File: src/rtl/uart_resp_tx.sv
// Serialises one I2C read response into a fixed UART frame: HEADER, addr, data_hi, data_lo, plus an optional XOR checksum byte (UART_RESP_CHECKSUM_EN).
// Latency: tx drops to the start bit on the first clk edge after acceptance. Each byte is 8N1, LSB first, and bits are timed in sample_tick units.
// Backpressure: resp_ready is high only in IDLE. resp_valid is ignored while a frame is in flight, and nothing is queued.
module uart_resp_tx #(
   parameter int          SB_TICK = 16,
   parameter logic [7:0]  HEADER  = 8'hA5
) (
   input  logic        clk,
   input  logic        reset,
   input  logic        sample_tick,
   input  logic        resp_valid,
   output logic        resp_ready,
   input  logic [7:0]  resp_addr,
   input  logic [15:0] resp_data,
   output logic        tx,
   output logic        tx_busy,
   output logic        tx_done_tick
);

   typedef enum logic [1:0] {IDLE, START, DATA, STOP} state_t;

   // Tick counter is wide enough for stop lengths up to 256 ticks.
   localparam int             TW       = 8;
   localparam logic [TW-1:0]  BIT_END  = TW'(15);
   localparam logic [TW-1:0]  STOP_END = TW'(SB_TICK - 1);
`ifdef UART_RESP_CHECKSUM_EN
   localparam logic [2:0]     LAST_BYTE = 3'd4;
`else
   localparam logic [2:0]     LAST_BYTE = 3'd3;
`endif

   state_t          state_q, state_d;
   logic [TW-1:0]   tick_q, tick_d;
   logic [2:0]      bit_q, bit_d;
   logic [2:0]      idx_q, idx_d;
   logic [7:0]      shreg_q, shreg_d;
   logic [7:0]      addr_q, addr_d;
   logic [15:0]     data_q, data_d;
   logic            tx_q, tx_d;
   logic [7:0]      byte_nxt;
   logic            accept;

   assign accept = resp_valid & resp_ready;
   assign tx     = tx_q;

   // Select the byte that follows the one currently indexed by idx_q. It is built from the captured copies only.
   always_comb begin
      byte_nxt = 8'h00;
      case (idx_q)
         3'd0:    byte_nxt = addr_q;
         3'd1:    byte_nxt = data_q[15:8];
         3'd2:    byte_nxt = data_q[7:0];
`ifdef UART_RESP_CHECKSUM_EN
         3'd3:    byte_nxt = addr_q ^ data_q[15:8] ^ data_q[7:0];
`endif
         default: byte_nxt = 8'h00;
      endcase
   end

   // State register. Reset returns to an idle line and clears all progress, so an aborted frame is dropped.
   always_ff @(posedge clk or posedge reset) begin
      if (reset) begin
         state_q <= IDLE;
         tick_q  <= '0;
         bit_q   <= '0;
         idx_q   <= '0;
         shreg_q <= '0;
         addr_q  <= '0;
         data_q  <= '0;
         tx_q    <= 1'b1;
      end else begin
         state_q <= state_d;
         tick_q  <= tick_d;
         bit_q   <= bit_d;
         idx_q   <= idx_d;
         shreg_q <= shreg_d;
         addr_q  <= addr_d;
         data_q  <= data_d;
         tx_q    <= tx_d;
      end
   end

   // Next-state logic. Counters and tx change only on sample_tick, except for acceptance in IDLE.
   always_comb begin
      state_d = state_q;
      tick_d  = tick_q;
      bit_d   = bit_q;
      idx_d   = idx_q;
      shreg_d = shreg_q;
      addr_d  = addr_q;
      data_d  = data_q;
      tx_d    = tx_q;
      case (state_q)
         IDLE: begin
            if (accept) begin
               state_d = START;
               tick_d  = '0;
               bit_d   = '0;
               idx_d   = '0;
               shreg_d = HEADER;
               addr_d  = resp_addr;
               data_d  = resp_data;
               tx_d    = 1'b0;
            end
         end
         START: begin
            if (sample_tick) begin
               if (tick_q == BIT_END) begin
                  state_d = DATA;
                  tick_d  = '0;
                  tx_d    = shreg_q[0];
               end else begin
                  tick_d = tick_q + 1'b1;
               end
            end
         end
         DATA: begin
            if (sample_tick) begin
               if (tick_q == BIT_END) begin
                  tick_d = '0;
                  if (bit_q == 3'd7) begin
                     state_d = STOP;
                     bit_d   = '0;
                     tx_d    = 1'b1;
                  end else begin
                     bit_d   = bit_q + 3'd1;
                     shreg_d = {1'b0, shreg_q[7:1]};
                     tx_d    = shreg_q[1];
                  end
               end else begin
                  tick_d = tick_q + 1'b1;
               end
            end
         end
         STOP: begin
            if (sample_tick) begin
               if (tick_q == STOP_END) begin
                  tick_d = '0;
                  if (idx_q == LAST_BYTE) begin
                     state_d = IDLE;
                     idx_d   = '0;
                  end else begin
                     // The next start bit follows the stop bit with no idle gap.
                     state_d = START;
                     idx_d   = idx_q + 3'd1;
                     shreg_d = byte_nxt;
                     tx_d    = 1'b0;
                  end
               end else begin
                  tick_d = tick_q + 1'b1;
               end
            end
         end
         default: state_d = IDLE;
      endcase
   end

   // Status outputs. The done pulse is asserted in the same cycle as the final STOP->IDLE transition.
   always_comb begin
      resp_ready   = (state_q == IDLE);
      tx_busy      = (state_q != IDLE);
      tx_done_tick = (state_q == STOP) && sample_tick &&
                     (tick_q == STOP_END) && (idx_q == LAST_BYTE);
   end

endmodule

File: config.mk
export PLATFORM = sky130hd
export DESIGN_NAME = uart_resp_tx
export DESIGN_NICKNAME = d
export VERILOG_FILES = /design/src/rtl/uart_resp_tx.sv
export SDC_FILE = /design/constraint.sdc
export NUM_CORES = 1
export LEC_CHECK = 0
export ABC_AREA = 1
export CORE_MARGIN = 2
export CORE_UTILIZATION = 40
export CTS_CLUSTER_SIZE = 20
export DETAILED_ROUTE_END_ITERATION = 8
export GPL_TIMING_DRIVEN = 0
export PLACE_DENSITY = 0.63
export SYNTH_ARGS = -nofsm -noshare
export SYNTH_HDL_FRONTEND = slang
export SYNTH_SLANG_ARGS = --single-unit
File: constraint.sdc
create_clock -name clk -period 3.3 [get_ports clk]
set_clock_uncertainty 0.2 [all_clocks]
set_input_delay 0.66 -clock clk [delete_from_list [all_inputs] [get_ports clk]]
set_output_delay 0.66 -clock clk [all_outputs]
set_load 0.01 [all_outputs]
==> results of run 1 <==
==> layout by cell type (no fill, tap or decap), drive strengths merged <==
| cell | instances |
|---|---|
| nand3 | 57 |
| inv | 25 |
| xor2 | 2 |
| clkbuf | 9 |
| a21oi | 10 |
| mux2 | 24 |
| nand2 | 84 |
| ha | 13 |
| nand4 | 7 |
| dfrtp | 48 |
| o21bai | 1 |
| buf | 8 |
| nor2 | 21 |
| nor3 | 3 |
| clkinvlp | 2 |
| clkdlybuf4s50 | 31 |
| dfstp | 1 |
| o21ai | 7 |
==> how the worst max path moves through the flow <==
| stage | from | to | slack (ps) | cells past startpoint |
|---|---|---|---|---|
| detailed placement | sample_tick | tx_done_tick | 400 | 4 |
| finish | state_q[0]$_DFFE_PP0P_ | tx_done_tick | 320 | 4 |
| floorplan | state_q[0]$_DFFE_PP0P_ | tx_done_tick | 1250 | 3 |
| CTS | state_q[0]$_DFFE_PP0P_ | tx_done_tick | 320 | 4 |
| global route | state_q[0]$_DFFE_PP0P_ | tx_done_tick | 180 | 4 |
| global placement | reset | bit_q[0]$_DFFE_PP0P_ | 230 | 2 |
==> per-stage QoR <==
stage	setup WS (ps)	instances	area [µm²]	util, %	hold WS, ps
global placement	228	424	3120	46.7	250
finish	318	433	3240	48.4	269
floorplan	1250	313	2710	-	242
global route	177	433	3240	48.4	295
CTS	320	433	3240	48.4	273
detailed placement	397	425	3140	47.0	258
==> cell families after synthesis <==
kind of cell	count (synthesis)	share of synthesized area, %
and+or+nand+nor	172	28.7
DFF	49	45.3
buffers and inverters	35	5.44
muxes	24	9.97
AOI/OAI and AO/OA	18	3.97
adders and majority gates	13	6.00
xor gates and xnor gates	2	0.646
==> cell type report <==
cell class	count	area share, %
Buffer	11	1.78
Clock buffer	5	2.13
Clock inverter	3	0.812
Inverter	24	2.78
Multi-Input combinational cell	229	41.3
Sequential cell	49	37.9
Tap cell	80	3.09
Timing Repair Buffer	32	10.2
==> cell usage after synthesis, drive strengths merged <==
| master | number |
|---|---|
| ha | 13 |
| nor3 | 3 |
| nand2 | 84 |
| nor2 | 21 |
| o21ai | 7 |
| nand3 | 57 |
| dfrtp | 48 |
| dfstp | 1 |
| xor2 | 2 |
| o21bai | 1 |
| clkbuf | 4 |
| nand4 | 7 |
| inv | 24 |
| mux2 | 24 |
| buf | 7 |
| a21oi | 10 |
==> state kept, by name, summed over array words and instances (netlist names) <==
name	cells
bit_q	3
idx_q	3
tx	1
addr_q	8
state_q	2
shreg_q	8
tick_q	8
data_q	16
==> routing by layer <==
metal	vias up	part of all wire (%)	track usage, %
met3	6	3.6	3.43
li1	1118	-	-
met2	45	46	27.1
met1	1068	50	22.2
met4	0	1.1	4.69
met5	-	0	0
==> power by group through the flow <==
stage	clock network, µW	registers (µW)	logic (µW)
finish	375	1000	1190
global route	412	1030	1370
CTS	388	1000	1200
detailed placement	0	1020	1190
global placement	0	1010	1160
floorplan	0	965	927
==> tightest hold or removal path, stage by stage (launching register included) <==
cell,delay (ps)
sky130_fd_sc_hd__dfstp_2,380
sky130_fd_sc_hd__nand2_1,50
sky130_fd_sc_hd__nand2_1,40
==> results_tabular.tex, run 1 <==
\begin{tabular}{lr}
\hline
Metric & Value \\
\hline
\multicolumn{2}{l}{\textbf{Worst setup path}} \\
Number of cells on the worst reg-to-reg path & 5 \\
CP Data Arrival Time & 2120 ps \\
Type of destination of the critical path & primary output \\
End of the worst register-to-register path & addr\_q[7]\$\_DFFE\_PP0P\_ \\
Startpoint Class & register \\
Critical-path maximum fanout & 6 \\
Launching point of the worst reg2reg path & state\_q[0]\$\_DFFE\_PP0P\_ \\
Reg2Reg Setup Slack & 1100 ps \\
Worst path required time & around 2400 ps \\
Top Family by Delay on Critical Path & buffers and inverters \\
Setup CP Type & reg -> out \\
Delay contributed by the slowest stage of the critical path & 570 ps \\
Bufs and invs on worst path & 1 \\
Slowest-stage cell, CP & sky130\_fd\_sc\_hd\_\_clkdlybuf4s50\_1 \\
Worst path cell trace & ha\_1 -> nand3\_1 -> nor3\_1 -> clkdlybuf4s50\_1 \\
\multicolumn{2}{l}{\textbf{Die}} \\
Area of the die & approximately 7500 µm² \\
Placement row count & 30 \\
Height of the die & 86.3 µm \\
Ports & 32 \\
Core footprint & 6680 µm² \\
Starting utilization of the core area & 40.6\% \\
Die width & 86.3 µm \\
\multicolumn{2}{l}{\textbf{CTS}} \\
H-tree depth reported by CTS & 2 \\
Number of buffers added by the clock tree synthesis step & 5 \\
Clock tree from TritonCTS & yes \\
Post-CTS Repair Setup Buffers & 0 \\
Hold bufs inserted after CTS & 0 \\
Maximum buffer depth of the clock tree & 2 \\
Total number of clock tree sinks & 49 \\
Buffer cell driving the clock tree root & sky130\_fd\_sc\_hd\_\_clkbuf\_8 \\
Clk\_lat worst skew & roughly 310 ps \\
Clock slew at reported path FFs & $\sim$100 ps \\
Post-cts resize count & 0 \\
\multicolumn{2}{l}{\textbf{Timing}} \\
Max Fclk & 335 MHz \\
Setup-violating endpoint count in the final report & 0 \\
Pin slew with the least headroom to its limit & 449 ps \\
Final critical-path required period & 2980 ps \\
Setup repair after global routing missed its margin & no \\
Number of hold-slack violations in the final timing report & 0 \\
Number of slew-limit violations in the final report & 0 \\
Post-route setup TNS & 0 ps \\
Relative slew margins & 70.0\% \\
Fin crit share & 90.4\% \\
\multicolumn{2}{l}{\textbf{Route}} \\
Routed length per placed instance & 12.9 µm \\
Final wirelength & 5580 µm \\
First-iteration detailed-routing DRC count & about 120 \\
First-pass DRT Iterations & 4 \\
Post-DRT Antenna Nets & 0 \\
Routed vias/inst & 5.17 \\
DRC violation count after routing & 0 \\
Via count & 2237 \\
\multicolumn{2}{l}{\textbf{Power}} \\
Peak VDD IR & approximately 0.00028 V \\
Part of the power in the clock network & 14.6\% \\
Total power draw & 2570 µW \\
Relative contribution of sequential cells to total power & 39.0\% \\
Pwr per Cell Area & 795 nW/µm² \\
Internal power of the cells & 1520 µW \\
Reported leakage power & 0.00152 µW \\
Relative contribution of combinational cells to total power & between 40\% and 50\% \\
Sw Ratio & 40.8\% \\
Power spent charging and discharging nets & between 1000 and 1500 µW \\
\multicolumn{2}{l}{\textbf{Synth}} \\
Area share of the largest cell type after synthesis & between 40\% and 50\% \\
Total nets after synthesis & approximately 350 \\
Summed instance area of the synthesized netlist & 2710 µm² \\
Register area share after synthesis & 45.3\% \\
Area contributors post-synth & sky130\_fd\_sc\_hd\_\_dfrtp\_1 (44\%), sky130\_fd\_sc\_hd\_\_nand2\_1 (11\%), sky130\_fd\_sc\_hd\_\_nand3\_1 (10\%) \\
Cells after synthesis & 313 \\
Distinct cells, synth & 25 \\
Avg Inst Size Synth & about 8.7 µm² \\
Synthesized flop and latch total & $\sim$50 \\
Largest area contributor in the synthesized netlist & sky130\_fd\_sc\_hd\_\_dfrtp\_1 \\
Total of warnings raised by yosys & 0 \\
\multicolumn{2}{l}{\textbf{Layout}} \\
Number of nets in the layout & 393 \\
Multi-input gate area & 1340 µm² \\
Sequential cell area in the final layout & 1230 µm² \\
Layout cell share with drive strength beyond 1 & 15.9\% \\
Fillers & 668 \\
Final antenna diode count & 0 \\
Relative area change from synthesis to final layout & 19.4\% \\
\multicolumn{2}{l}{\textbf{Min path}} \\
Worst Hold Path Cells & 2 \\
Capture endpoint of the worst hold path & tx\$\_DFFE\_PP1P\_ \\
Start point of the worst min-delay path & tx\$\_DFFE\_PP1P\_ \\
HP Class & reg -> reg \\
\multicolumn{2}{l}{\textbf{GRT}} \\
Total grt overflow & 0 \\
Wire length of the first global-routing pass & roughly 10000 µm \\
Number of global-route vias before repair & 2185 \\
Number of antenna violations at the first check in global routing & 0 \\
Largest net degree at the start of global routing & 30 \\
Combined global-route utilization of all metal layers & 16.5\% \\
\multicolumn{2}{l}{\textbf{Job}} \\
Count of max-cap constraint violations & 0 \\
\multicolumn{2}{l}{\textbf{Place}} \\
Number of buffers added on ports & 31 \\
Detailed Place HPWL & approximately 4200 µm \\
Routability-driven placement congestion ratio & between 0.8 and 0.9 \\
\multicolumn{2}{l}{\textbf{Run status}} \\
Run status & completed \\
\hline
\end{tabular}
No activity file was read; power rests on OpenSTA's default activity.
==> inputs of run 2 (changes only) <==
Settings changed: TNS_END_PERCENT set to 100.
==> results of run 2 <==
No change in the layout: final DEF, timing and power equal those of run 1.
